===== src/rtl/mips_controller.sv =====
// Multicycle MIPS control FSM: a binary-encoded state register plus one combinational
// block that produces the next state and the datapath controls.
module mips_controller (
  input  logic       clk,
  input  logic       rst,
  input  logic [5:0] opcode,
  input  logic [5:0] funct,
  input  logic       branch_taken,
  output logic       pc_write_en,
  output logic       i_or_d,
  output logic       mem_write,
  output logic       mem_to_reg,
  output logic       ir_write,
  output logic       reg_dst,
  output logic       reg_write,
  output logic       alu_src_a,
  output logic       jump_and_link,
  output logic       is_signed,
  output logic [1:0] alu_src_b,
  output logic [1:0] pc_source,
  output logic [5:0] alu_op,
  output logic       halted
);

  typedef enum logic [3:0] {
    S_FETCH, S_FETCH2, S_DECODE, S_MEM_ADDR, S_MEM_RD, S_MEM_WB, S_MEM_WR,
    S_R_EXEC, S_R_WB, S_I_EXEC, S_I_WB, S_BRANCH, S_JUMP, S_JR, S_HALT
  } state_t;

  localparam logic [5:0] ALU_ADD = 6'h3F;

  state_t state_q, state_d;

  always_ff @(posedge clk or negedge rst) begin
    if (!rst) state_q <= S_FETCH;
    else      state_q <= state_d;
  end

  always_comb begin
    state_d       = S_FETCH;
    pc_write_en   = 1'b0;
    i_or_d        = 1'b0;
    mem_write     = 1'b0;
    mem_to_reg    = 1'b0;
    ir_write      = 1'b0;
    reg_dst       = 1'b0;
    reg_write     = 1'b0;
    alu_src_a     = 1'b0;
    jump_and_link = 1'b0;
    is_signed     = 1'b0;
    alu_src_b     = 2'b00;
    pc_source     = 2'b00;
    alu_op        = 6'h00;
    halted        = 1'b0;
    case (state_q)
      S_FETCH: state_d = S_FETCH2;
      S_FETCH2: begin
        ir_write    = 1'b1;
        pc_write_en = 1'b1;
        alu_src_b   = 2'b01;
        alu_op      = ALU_ADD;
        state_d     = S_DECODE;
      end
      S_DECODE: begin
        // Speculatively compute the branch target into ALU-out.
        alu_src_b = 2'b11;
        is_signed = 1'b1;
        alu_op    = ALU_ADD;
        case (opcode)
          6'h23, 6'h2B: state_d = S_MEM_ADDR;
          6'h00:        state_d = (funct == 6'h08) ? S_JR : S_R_EXEC;
          6'h09, 6'h0A, 6'h0B, 6'h0C, 6'h0D, 6'h0E, 6'h10: state_d = S_I_EXEC;
          6'h01, 6'h04, 6'h05, 6'h06, 6'h07: state_d = S_BRANCH;
          6'h02, 6'h03: state_d = S_JUMP;
          6'h3F:        state_d = S_HALT;
          default:      state_d = S_FETCH;
        endcase
      end
      S_MEM_ADDR: begin
        alu_src_a = 1'b1;
        alu_src_b = 2'b10;
        is_signed = 1'b1;
        alu_op    = ALU_ADD;
        state_d   = (opcode == 6'h2B) ? S_MEM_WR : S_MEM_RD;
      end
      S_MEM_RD: begin
        i_or_d  = 1'b1;
        state_d = S_MEM_WB;
      end
      S_MEM_WB: begin
        reg_write  = 1'b1;
        mem_to_reg = 1'b1;
      end
      S_MEM_WR: begin
        i_or_d    = 1'b1;
        mem_write = 1'b1;
      end
      S_R_EXEC: begin
        alu_src_a = 1'b1;
        alu_op    = opcode;
        state_d   = S_R_WB;
      end
      S_R_WB: begin
        reg_write = 1'b1;
        reg_dst   = 1'b1;
      end
      S_I_EXEC: begin
        alu_src_a = 1'b1;
        alu_src_b = 2'b10;
        // Logical immediates (andi/ori/xori) zero-extend.
        is_signed = !(opcode == 6'h0C || opcode == 6'h0D || opcode == 6'h0E);
        alu_op    = opcode;
        state_d   = S_I_WB;
      end
      S_I_WB: reg_write = 1'b1;
      S_BRANCH: begin
        alu_src_a   = 1'b1;
        pc_source   = 2'b01;
        pc_write_en = branch_taken;
        alu_op      = opcode;
      end
      S_JUMP: begin
        pc_source     = 2'b10;
        pc_write_en   = 1'b1;
        jump_and_link = (opcode == 6'h03);
      end
      S_JR: begin
        alu_src_a   = 1'b1;
        pc_write_en = 1'b1;
        alu_op      = opcode;
      end
      S_HALT: begin
        halted  = 1'b1;
        state_d = S_HALT;
      end
      default: state_d = S_FETCH;
    endcase
  end

endmodule


===== config.mk =====
export PLATFORM = sky130hd
export DESIGN_NAME = mips_controller
export DESIGN_NICKNAME = d
export VERILOG_FILES = /design/src/rtl/mips_controller.sv
export SDC_FILE = /design/constraint.sdc
export NUM_CORES = 1
export LEC_CHECK = 0
export CORE_MARGIN = 2
export CORE_UTILIZATION = 36
export DETAILED_ROUTE_END_ITERATION = 7
export GPL_ROUTABILITY_DRIVEN = 0
export GPL_TIMING_DRIVEN = 0
export PLACE_DENSITY = 0.71
export SYNTH_ARGS = -nofsm -noshare
export SYNTH_HDL_FRONTEND = slang
export SYNTH_SLANG_ARGS = --single-unit

===== constraint.sdc =====
create_clock -name clk -period 1.54 [get_ports clk]
set_input_delay 0.308 -clock clk [delete_from_list [all_inputs] [get_ports clk]]
set_output_delay 0.308 -clock clk [all_outputs]
set_load 0.01 [all_outputs]

==> impl_metrics.json, run 1 <==
{
  "design.final.nets": 204,
  "share_of_total_power_consumed_by_net_switching_pct": 47.0,
  "timing.rr.end": "state_q[3]",
  "drc": 0,
  "clk_path_buf_depth": 2,
  "final.min_clock_period_ns": 1.80,
  "timing.critical_path.slowest_stage_cell": "sky130_fd_sc_hd__dfrtp_1",
  "insertion_delay_ns": 0.26,
  "initial_core_util_pct": 38.3,
  "floorplan.core_area_um2": 1980,
  "via_count": 1197,
  "outcome": "finished with violations",
  "power.sequential.fraction_pct": 6.6,
  "synth_flop_cell": "sky130_fd_sc_hd__dfrtp_1",
  "clock_tree.root_cell": "sky130_fd_sc_hd__clkbuf_4",
  "p_int_uw": 1610,
  "grtUsageTotal_pct": 26.5,
  "row_count": 16,
  "placement.io_buffers": 30,
  "grt_first_pass_wirelength_um": 5160,
  "r2r_cells": 8,
  "htreeDepth": 1,
  "critical_path.max_stage_delay_ns": 0.42,
  "path_clk_slew_ns": 0.05,
  "largest_register_ffs": 4,
  "path_max_fanout": 7,
  "clock_buffers_created_by_tritoncts": 3,
  "design.portCount": 36,
  "report.final.slew_viol_count": 0,
  "fmax_mhz": 556,
  "detail_route.first_pass.iterations": 5,
  "total_power_density_per_cell_area_nw_per_um2": 1970,
  "violations": "negative setup slack",
  "worstSetupStartpoint": "state_q[1]",
  "synthesis.area_um2": 759,
  "total_leakage_power_uw": 0.000677,
  "fp.dieArea_um2": 2490,
  "final_min_period_over_clock_period_pct": 117,
  "cts_hold_buffers": 0,
  "post-synth-top-area-fraction_pct": 13.2,
  "synth_seq_area_share_pct": 13.2,
  "regToRegSetupSlack_ns": -0.06,
  "area_growth_pct": 103,
  "crit_chain": "buf_8, nand3b_1, a21oi_2, a21boi_2, buf_2",
  "numClockSinks": 4,
  "numPlacedInstances": 181,
  "layout-drive-gt1-share_pct": 55.1,
  "setup_violations": 23,
  "final_critical_path_setup_slack_ns": -0.260,
  "origin_of_the_critical_flop_to_flop_path": "state_q[2]",
  "drt_iter0_markers": 43,
  "hold_viol": 0,
  "synthArstFlopShare_pct": 100,
  "worst_hold_path_type": "primary input to asynchronous set/reset pin",
  "synthMostInstantiatedCell": "sky130_fd_sc_hd__nand2_1",
  "max-slew-margin-rel_pct": 70.0,
  "worst-slew-pin-transition_ns": 0.450,
  "first_global_vias": 1074,
  "number_of_enable_flip_flop_cells_after_synthesis": 0,
  "utilization_pct": 78.0,
  "critical_path_depth": 5,
  "switchingPower_uw": 1430,
  "critical_path.top_delay_family": "flip-flops",
  "vias_per_cell": 5.59,
  "worst-endpoint-required_ns": 1.23,
  "cp_num_buf_inv": 2,
  "worstSetupStartpointType": "flip-flop",
  "totalNegativeSetupSlack_ns": -3.18,
  "crit_path_class": "flip-flop to output port",
  "synthesis.nets": 139,
  "grt_overflow": 0,
  "rsz0062_at_grt": "yes",
  "reg.largest.list": "state_q (4)",
  "worstPathArrival_ns": 1.49,
  "synthesis.area_per_instance_um2": 6.12,
  "postRouteAntennaNets": 0,
  "p_comb_share_pct": 88.3,
  "post_drt_wl_per_cell_um": 16.5,
  "synth.ff_latch_count": 4,
  "post_route_non_filler_standard_cell_count": 214,
  "synth_cell_type_count": 37,
  "timing.max_cap.violations": 0,
  "netlist_top_cells_area": "sky130_fd_sc_hd__dfrtp_1, sky130_fd_sc_hd__nand2_1, sky130_fd_sc_hd__a21oi_1, sky130_fd_sc_hd__o21ai_0, sky130_fd_sc_hd__nand2b_1",
  "end_kind": "output port",
  "count_of_inserted_antenna_diode_cells": 0,
  "post-dp-hpwl_um": 1780,
  "synthDominantAreaCellType": "sky130_fd_sc_hd__dfrtp_1",
  "die-height_um": 49.9,
  "synthTopCellsByCount": "sky130_fd_sc_hd__nand2_1, sky130_fd_sc_hd__a21oi_1, sky130_fd_sc_hd__nor2_1, sky130_fd_sc_hd__o21ai_0, sky130_fd_sc_hd__clkbuf_1",
  "antenna_found_initial": 0,
  "final_worst_clock_skew_ns": 0.000940,
  "placement.setup.worst_slack_ns": -0.806,
  "vdd.ir_drop.worst_v": 0.00123,
  "report.power.total_uw": 3050,
  "cts_tree": "built",
  "die_x_um": 49.9,
  "largest-register": "state_q",
  "synth-warning-count": 0,
  "p_clk_share_pct": 5.1,
  "pin_count_of_the_biggest_net_entering_global_routing": 11,
  "post_synthesis_cell_count": 124,
  "fillers": 134,
  "wirelength_um": 3520
}
-- power by group through the flow --
stage	Sequential, µW	Combinational, µW	Clock (µW)
final	201	2690	155
after global routing	205	2850	167
after CTS	183	2190	145
after detailed placement	173	1760	0
after global placement	174	1730	0
after floorplan	169	989	0
-- kinds of logic (layout without fill, tap and decap cells) --
| kind of cell | Yosys count | in the layout | synth area share (%) |
|---|---|---|---|
| simple gates | 68 | 68 | 48.4 |
| compound gates | 36 | 36 | 27.7 |
| buf+inv | 15 | 78 | 9.39 |
| flops | 4 | 4 | 13.2 |
| mux | 1 | 1 | 1.32 |
-- worst max-delay path by stage --
| stage | to | slack (ns) |
|---|---|---|
| after detailed placement | jump_and_link | -0.81 |
| after global placement | jump_and_link | -0.81 |
| after floorplan | jump_and_link | -0.007 |
| final | is_signed | -0.26 |
| after global routing | is_signed | -0.31 |
| after CTS | pc_write_en | -0.25 |
-- worst reg2reg max path, cell delays in order (launching register included) --
cell and delay [ns]:
sky130_fd_sc_hd__dfrtp_1 0.37, sky130_fd_sc_hd__buf_6 0.13, sky130_fd_sc_hd__buf_4 0.15, sky130_fd_sc_hd__or2_4 0.25
sky130_fd_sc_hd__buf_4 0.14, sky130_fd_sc_hd__buf_4 0.14, sky130_fd_sc_hd__a31oi_2 0.15, sky130_fd_sc_hd__a211oi_1 0.07
sky130_fd_sc_hd__o21ai_1 0.13
-- final cells by class --
cell class | count | area, µm² | share of cell area, %
sequential | 4 | 100 | 6.48
buffer | 15 | 179 | 11.6
multi-input combinational | 105 | 759 | 49.1
clock buffer | 3 | 22.5 | 1.46
tap | 27 | 33.8 | 2.19
timing repair buffer | 60 | 450 | 29.1
-- cell usage in the layout, fill, tap and decap left out, types with 3 or more instances in the layout --
master	Yosys	layout
sky130_fd_sc_hd__a21oi_1	14	9
sky130_fd_sc_hd__a21oi_2	0	5
sky130_fd_sc_hd__buf_2	3	21
sky130_fd_sc_hd__buf_4	1	27
sky130_fd_sc_hd__buf_6	1	6
sky130_fd_sc_hd__buf_8	0	4
sky130_fd_sc_hd__clkbuf_4	0	4
sky130_fd_sc_hd__clkdlybuf4s50_1	0	8
sky130_fd_sc_hd__dfrtp_1	4	4
sky130_fd_sc_hd__nand2_1	25	24
sky130_fd_sc_hd__nand2b_4	0	4
sky130_fd_sc_hd__nand4b_1	4	4
sky130_fd_sc_hd__nor2_1	11	6
sky130_fd_sc_hd__nor2_2	0	4
sky130_fd_sc_hd__o21ai_0	11	3
sky130_fd_sc_hd__o21ai_1	1	8
-- routing by layer --
metal / vias up / routed length (µm) / GRT usage, %
met3: 2 / 215 / 6.06
li1: 563 / - / -
met5: - / 0 / 0
met1: 572 / 1540 / 33.8
met2: 60 / 1740 / 45.6
met4: 0 / 23 / 5.09
-- timing repair --
| action | 4_1_cts | 5_1_grt |
|---|---|---|
| gates cloned | 4 | 0 |
| pin swaps | 10 | 8 |
| resized for setup | 127 | 33 |
| setup endpoints to repair | 25 | 24 |
| setup buffers | 17 | 9 |
-- through the flow --
stage,hold slack [ns],instance area (µm²)
finish,0.267,1550
global route,0.284,1550
floorplan,0.0124,772
detailed placement,0.523,1110
CTS,0.258,1380
global placement,0.514,1110
Note: power is estimated with default switching activity, not from simulation.
==> inputs of run 2 (changes only) <==
- CTS_BUF_LIST: not set -> sky130_fd_sc_hd__clkbuf_8 sky130_fd_sc_hd__clkbuf_16
- CTS_CLUSTER_SIZE: not set -> 16
==> run 2 against run 1 <==
  * Clock skew is 0.0017 ns higher
  * First-iteration DRC count is 23% higher
  * Utilization is 4.8 points higher
  * Cell area is 6.2% higher
  * Largest cell class unchanged
  * Highest routed layer unchanged
  * The flow still finishes with violations (negative setup slack)
==> impl_metrics.json, run 2 (synthesis gave the netlist of run 1 again) <==
{
  "critical_path_depth": 6,
  "final_worst_clock_skew_ns": 0.00267,
  "final_critical_path_setup_slack_ns": -0.271,
  "r2r_cells": 6,
  "post-dp-hpwl_um": 1780,
  "final_cell_area_excluding_filler_cells_um2": 1640,
  "p_int_uw": 1820,
  "row_count": 16,
  "power.sequential.fraction_pct": 6.7,
  "grtUsageTotal_pct": 26.9,
  "layout-drive-gt1-share_pct": 56.6,
  "worstPathArrival_ns": 1.50,
  "fillers": 111,
  "grt_first_pass_wirelength_um": 5220,
  "hold_slack_ns": 0.309,
  "drc": 0,
  "placement.io_buffers": 30,
  "die-height_um": 49.9,
  "rsz0062_at_grt": "yes",
  "total_leakage_power_uw": 0.000715,
  "hold_viol": 0,
  "timing.max_cap.violations": 0,
  "fmax_mhz": 552,
  "timing.critical_path.slowest_stage_cell": "sky130_fd_sc_hd__dfrtp_1",
  "share_of_total_power_consumed_by_net_switching_pct": 46.1,
  "placement.setup.worst_slack_ns": -0.806,
  "p_clk_share_pct": 6.9,
  "p_comb_share_pct": 86.4,
  "numClockSinks": 4,
  "switchingPower_uw": 1550,
  "postRouteAntennaNets": 0,
  "end_kind": "output port",
  "vias_per_cell": 5.89,
  "critical_path.top_delay_family": "buffers and inverters",
  "report.power.total_uw": 3370,
  "path_max_fanout": 6,
  "pin_count_of_the_biggest_net_entering_global_routing": 11,
  "report.final.slew_viol_count": 0,
  "cts_hold_buffers": 0,
  "worst-slew-pin-transition_ns": 0.525,
  "clk_path_buf_depth": 2,
  "detail_route.first_pass.iterations": 4,
  "area_growth_pct": 116,
  "clock_tree.root_cell": "sky130_fd_sc_hd__clkbuf_8",
  "wirelength_um": 3940,
  "floorplan.core_area_um2": 1980,
  "final_cell_mix": "sky130_fd_sc_hd__buf_4, sky130_fd_sc_hd__nand2_1, sky130_fd_sc_hd__buf_2, sky130_fd_sc_hd__buf_6",
  "utilization_pct": 82.8,
  "cp_num_buf_inv": 3,
  "worst-endpoint-required_ns": 1.23,
  "largest_register_ffs": 4,
  "initial_core_util_pct": 38.3,
  "first_global_vias": 1080,
  "count_of_inserted_antenna_diode_cells": 0,
  "grt_overflow": 0,
  "die_x_um": 49.9,
  "final.min_clock_period_ns": 1.81,
  "worst_hold_path_type": "primary input to asynchronous set/reset pin",
  "total_power_density_per_cell_area_nw_per_um2": 2050,
  "largest-register": "state_q",
  "violations": "negative setup slack",
  "setup_violations": 22,
  "worstSetupStartpointType": "flip-flop",
  "final_common_cell": "sky130_fd_sc_hd__buf_4",
  "crit_path_class": "flip-flop to output port",
  "clock_buffers_created_by_tritoncts": 3,
  "max-slew-margin-rel_pct": 65.0,
  "post_drt_wl_per_cell_um": 18.3,
  "vdd.ir_drop.worst_v": 0.00135,
  "cts_tree": "built",
  "design.final.nets": 206,
  "outcome": "finished with violations",
  "critical_path.max_stage_delay_ns": 0.40,
  "antenna_found_initial": 0,
  "postPlaceCellArea_um2": 1110,
  "design.portCount": 36,
  "fp.dieArea_um2": 2490,
  "insertion_delay_ns": 0.22,
  "crit_chain": "buf_6, buf_4, a21boi_4, nand2_1, o21ai_1, buf_2",
  "htreeDepth": 1,
  "path_clk_slew_ns": 0.04,
  "via_count": 1272,
  "final_min_period_over_clock_period_pct": 118,
  "reg.largest.list": "state_q (4)",
  "drt_iter0_markers": 53
}
[run 2: metrics by stage]
stage                     std cells  setup TNS, ns
after floorplan                 124       -0.00687
after global placement          181         -12.06
after detailed placement        181         -12.31
after CTS                       201          -1.92
after global routing            216          -4.07
final                           216          -3.24
[run 2: layout make-up]
cell class	count	area (µm²)	share of cell area, %
multi-input combinational	105	782	47.7
tap	27	33.8	2.06
timing repair buffer	62	503	30.7
buffer	15	178	10.8
clock buffer	3	41.3	2.52
sequential	4	103	6.25
[run 2: metal layers]
| metal | part of all wire [%] | GRT usage [%] | vias to the layer above |
|---|---|---|---|
| met1 | 42 | 34.4 | 599 |
| met5 | 0 | 0 | - |
| met3 | 8.3 | 5.15 | 10 |
| met2 | 48 | 48.4 | 92 |
| met4 | 1.8 | 1.39 | 0 |
| li1 | - | - | 571 |
[run 2: final timing paths]
path / from / end / slack, ns
setup / recovery: state_q[2] / alu_op[4] / -0.27
hold / removal: rst / state_q[2] / 0.31
setup reg to reg: state_q[3] / state_q[3] / 0.03
hold reg to reg: state_q[0] / state_q[3] / 0.75
max in group asynchronous: rst / state_q[1] / 1.02
min in group clk: opcode[0] / state_q[0] / 0.66
[run 2: power groups by stage]
stage	clock, µW	sequential (µW)	combinational, µW
final	233	225	2910
after global routing	246	227	3040
after CTS	233	188	2130
after detailed placement	0	173	1760
after global placement	0	174	1730
after floorplan	0	169	989
[run 2: repair_timing]
action,4_1_cts,5_1_grt
setup endpoints to repair,25,24
cloned,3,3
setup buffers,14,12
pin swaps,12,14
resized for setup,134,37
[run 2: worst reg2reg max path: stages (launching register included)]
cell and delay, ns:
sky130_fd_sc_hd__dfrtp_2 0.45, sky130_fd_sc_hd__buf_8 0.16, sky130_fd_sc_hd__or2_4 0.27, sky130_fd_sc_hd__buf_4 0.14, sky130_fd_sc_hd__a31oi_1 0.17, sky130_fd_sc_hd__a211oi_1 0.09, sky130_fd_sc_hd__o21ai_1 0.14
==> inputs of run 3 (changes only) <==
- CAP_MARGIN: not set -> 20
- CORE_MARGIN: 2 -> not set
- TNS_END_PERCENT: not set -> 10
==> run 3 against run 2 <==
  * The run still ends with negative setup slack left
  * Routed wire length is 29% lower
  * Global-route usage shrank 0.92 points
  * Via count fell by 15%
  * Fmax grew 3.0%
  * Cell count shrank 10%
  * Die area down 7.9%
  * Worst setup slack better by 0.053 ns
  * Flip-flop and latch count stayed put
  * Non-clock buffer count is 22 lower
  * Register-to-register slack gained 0.04 ns
==> impl_metrics.json, run 3 (synthesis gave the netlist of run 1 again) <==
{
  "post_drt_wl_per_cell_um": 14.4,
  "hold_viol": 0,
  "placement.setup.worst_slack_ns": -0.831,
  "final_worst_clock_skew_ns": 0.00109,
  "die-height_um": 47.9,
  "vias_per_cell": 5.58,
  "largest-register": "state_q",
  "crit_path_class": "flip-flop to output port",
  "worstPathArrival_ns": 1.45,
  "area_growth_pct": 76.1,
  "detail_route.first_pass.iterations": 4,
  "insertion_delay_ns": 0.22,
  "violations": "negative setup slack",
  "placement.io_buffers": 30,
  "layout-drive-gt1-share_pct": 41.3,
  "numClockSinks": 4,
  "path_max_fanout": 8,
  "row_count": 16,
  "htreeDepth": 1,
  "grt_overflow": 0,
  "max-slew-margin-rel_pct": 71.3,
  "critical_path.max_stage_delay_ns": 0.39,
  "final_common_cell": "sky130_fd_sc_hd__nand2_1",
  "count_of_inserted_antenna_diode_cells": 0,
  "post-dp-hpwl_um": 1760,
  "cts_tree": "built",
  "worst-endpoint-required_ns": 1.23,
  "design.final.nets": 184,
  "largest_register_ffs": 4,
  "setup_violations": 18,
  "via_count": 1082,
  "outcome": "finished with violations",
  "first_global_vias": 930,
  "timing.max_cap.violations": 0,
  "final_critical_path_setup_slack_ns": -0.218,
  "fillers": 162,
  "fp.dieArea_um2": 2300,
  "antenna_found_initial": 0,
  "rsz0062_at_grt": "yes",
  "final_cell_mix": "sky130_fd_sc_hd__nand2_1, sky130_fd_sc_hd__buf_2, sky130_fd_sc_hd__a21oi_1, sky130_fd_sc_hd__nor2_1, sky130_fd_sc_hd__o21ai_1",
  "design.portCount": 36,
  "hold_slack_ns": 0.289,
  "drc": 0,
  "grt_first_pass_wirelength_um": 4130,
  "end_kind": "output port",
  "totalNegativeSetupSlack_ns": -1.78,
  "floorplan.core_area_um2": 1980,
  "cts_hold_buffers": 0,
  "worst-slew-pin-transition_ns": 0.431,
  "vdd.ir_drop.worst_v": 0.000822,
  "wirelength_um": 2790,
  "timing.critical_path.slowest_stage_cell": "sky130_fd_sc_hd__dfrtp_1",
  "die_x_um": 47.9,
  "worstSetupStartpointType": "flip-flop",
  "critical_path.top_delay_family": "buffers and inverters",
  "cp_num_buf_inv": 3,
  "final.min_clock_period_ns": 1.76,
  "reg.largest.list": "state_q (4)",
  "total_power_density_per_cell_area_nw_per_um2": 1950,
  "crit_chain": "buf_6, nor2b_1, buf_4, and3_4, o2bb2ai_2, buf_2",
  "total_leakage_power_uw": 0.000575,
  "worst_hold_path_type": "primary input to asynchronous set/reset pin",
  "clock_buffers_created_by_tritoncts": 3,
  "drt_iter0_markers": 30,
  "pin_count_of_the_biggest_net_entering_global_routing": 11,
  "fmax_mhz": 569,
  "clock_tree.root_cell": "sky130_fd_sc_hd__clkbuf_8",
  "report.final.slew_viol_count": 0,
  "postRouteAntennaNets": 0,
  "initial_core_util_pct": 38.3,
  "final_min_period_over_clock_period_pct": 114,
  "clk_path_buf_depth": 2,
  "grtUsageTotal_pct": 26.0,
  "path_clk_slew_ns": 0.03
}
-- run 3: changes by cell type in the layout (fill, tap and decap cells not counted), moves of 2 or more --
cell                        change
sky130_fd_sc_hd__a21oi_1        +3
sky130_fd_sc_hd__a21oi_2        -3
sky130_fd_sc_hd__buf_2          +3
sky130_fd_sc_hd__buf_4         -18
sky130_fd_sc_hd__buf_6          -6
sky130_fd_sc_hd__clkbuf_16      -2
sky130_fd_sc_hd__dfrtp_1        +2
sky130_fd_sc_hd__dfrtp_2        -2
sky130_fd_sc_hd__nand2b_1       +3
sky130_fd_sc_hd__nand2b_4       -2
sky130_fd_sc_hd__nor2_1         +3
sky130_fd_sc_hd__nor2_2         -3
sky130_fd_sc_hd__o21ai_1        +2
-- run 3: where the power goes --
part           internal, µW  switching (µW)  leakage (µW)
clock network           167            56.6     0.0000216
logic                  1070            1120      0.000502
registers               153            48.5     0.0000518
total                  1390            1220      0.000575
-- run 3: timing repair --
action	4_1_cts	5_1_grt
pin swaps	11	4
gates resized for setup	128	18
gates cloned	1	1
setup buffers	7	1
hold endpoints to repair	0	0
endpoints found under the setup margin	25	24
-- run 3: stage by stage --
stage,std cells,total power [µW],area (µm²),util (%)
6_report,194,2610,1340,67.5
5_1_grt,194,2810,1340,67.5
4_1_cts,192,2450,1290,65.3
3_5_place_dp,181,1920,1100,55.7
3_3_place_gp,181,1890,1100,55.7
2_1_floorplan,124,1150,769,-
-- run 3: final cells by class --
class / count / area [µm²] / share of cell area (%)
plain buffers: 15 / 166 / 12.4
well taps: 27 / 33.8 / 2.53
flip-flops and latches: 4 / 100 / 7.48
multi-input cells: 105 / 709 / 53.0
clock buffers: 3 / 41.3 / 3.09
repair buffers: 40 / 287 / 21.4
-- run 3: path summary, 6_finish.rpt --
check	start	to	slack, ns	cells after the start
hold / removal	rst	state_q[2]	0.29	1
setup reg to reg	state_q[2]	state_q[0]	0.07	4
hold reg to reg	state_q[0]	state_q[1]	0.74	2
min in group clk	opcode[1]	state_q[2]	0.63	4
max in group asynchronous	rst	state_q[1]	1.09	1
setup / recovery	state_q[2]	pc_write_en	-0.22	6
-- run 3: per-layer routing --
metal	up-vias	track usage, %	share of wire [%]
met4	0	9.44	0.93
met1	500	32.7	42
met2	49	43.0	50
met3	4	6.04	7.1
li1	529	-	-
met5	-	0	0
-- run 3: worst register-to-register path, cell delays in order, from the launching register on --
cell and delay, ns:
sky130_fd_sc_hd__dfrtp_1 0.39, sky130_fd_sc_hd__buf_2 0.18, sky130_fd_sc_hd__or4_1 0.52, sky130_fd_sc_hd__o211a_1 0.15
sky130_fd_sc_hd__nor3_2 0.15
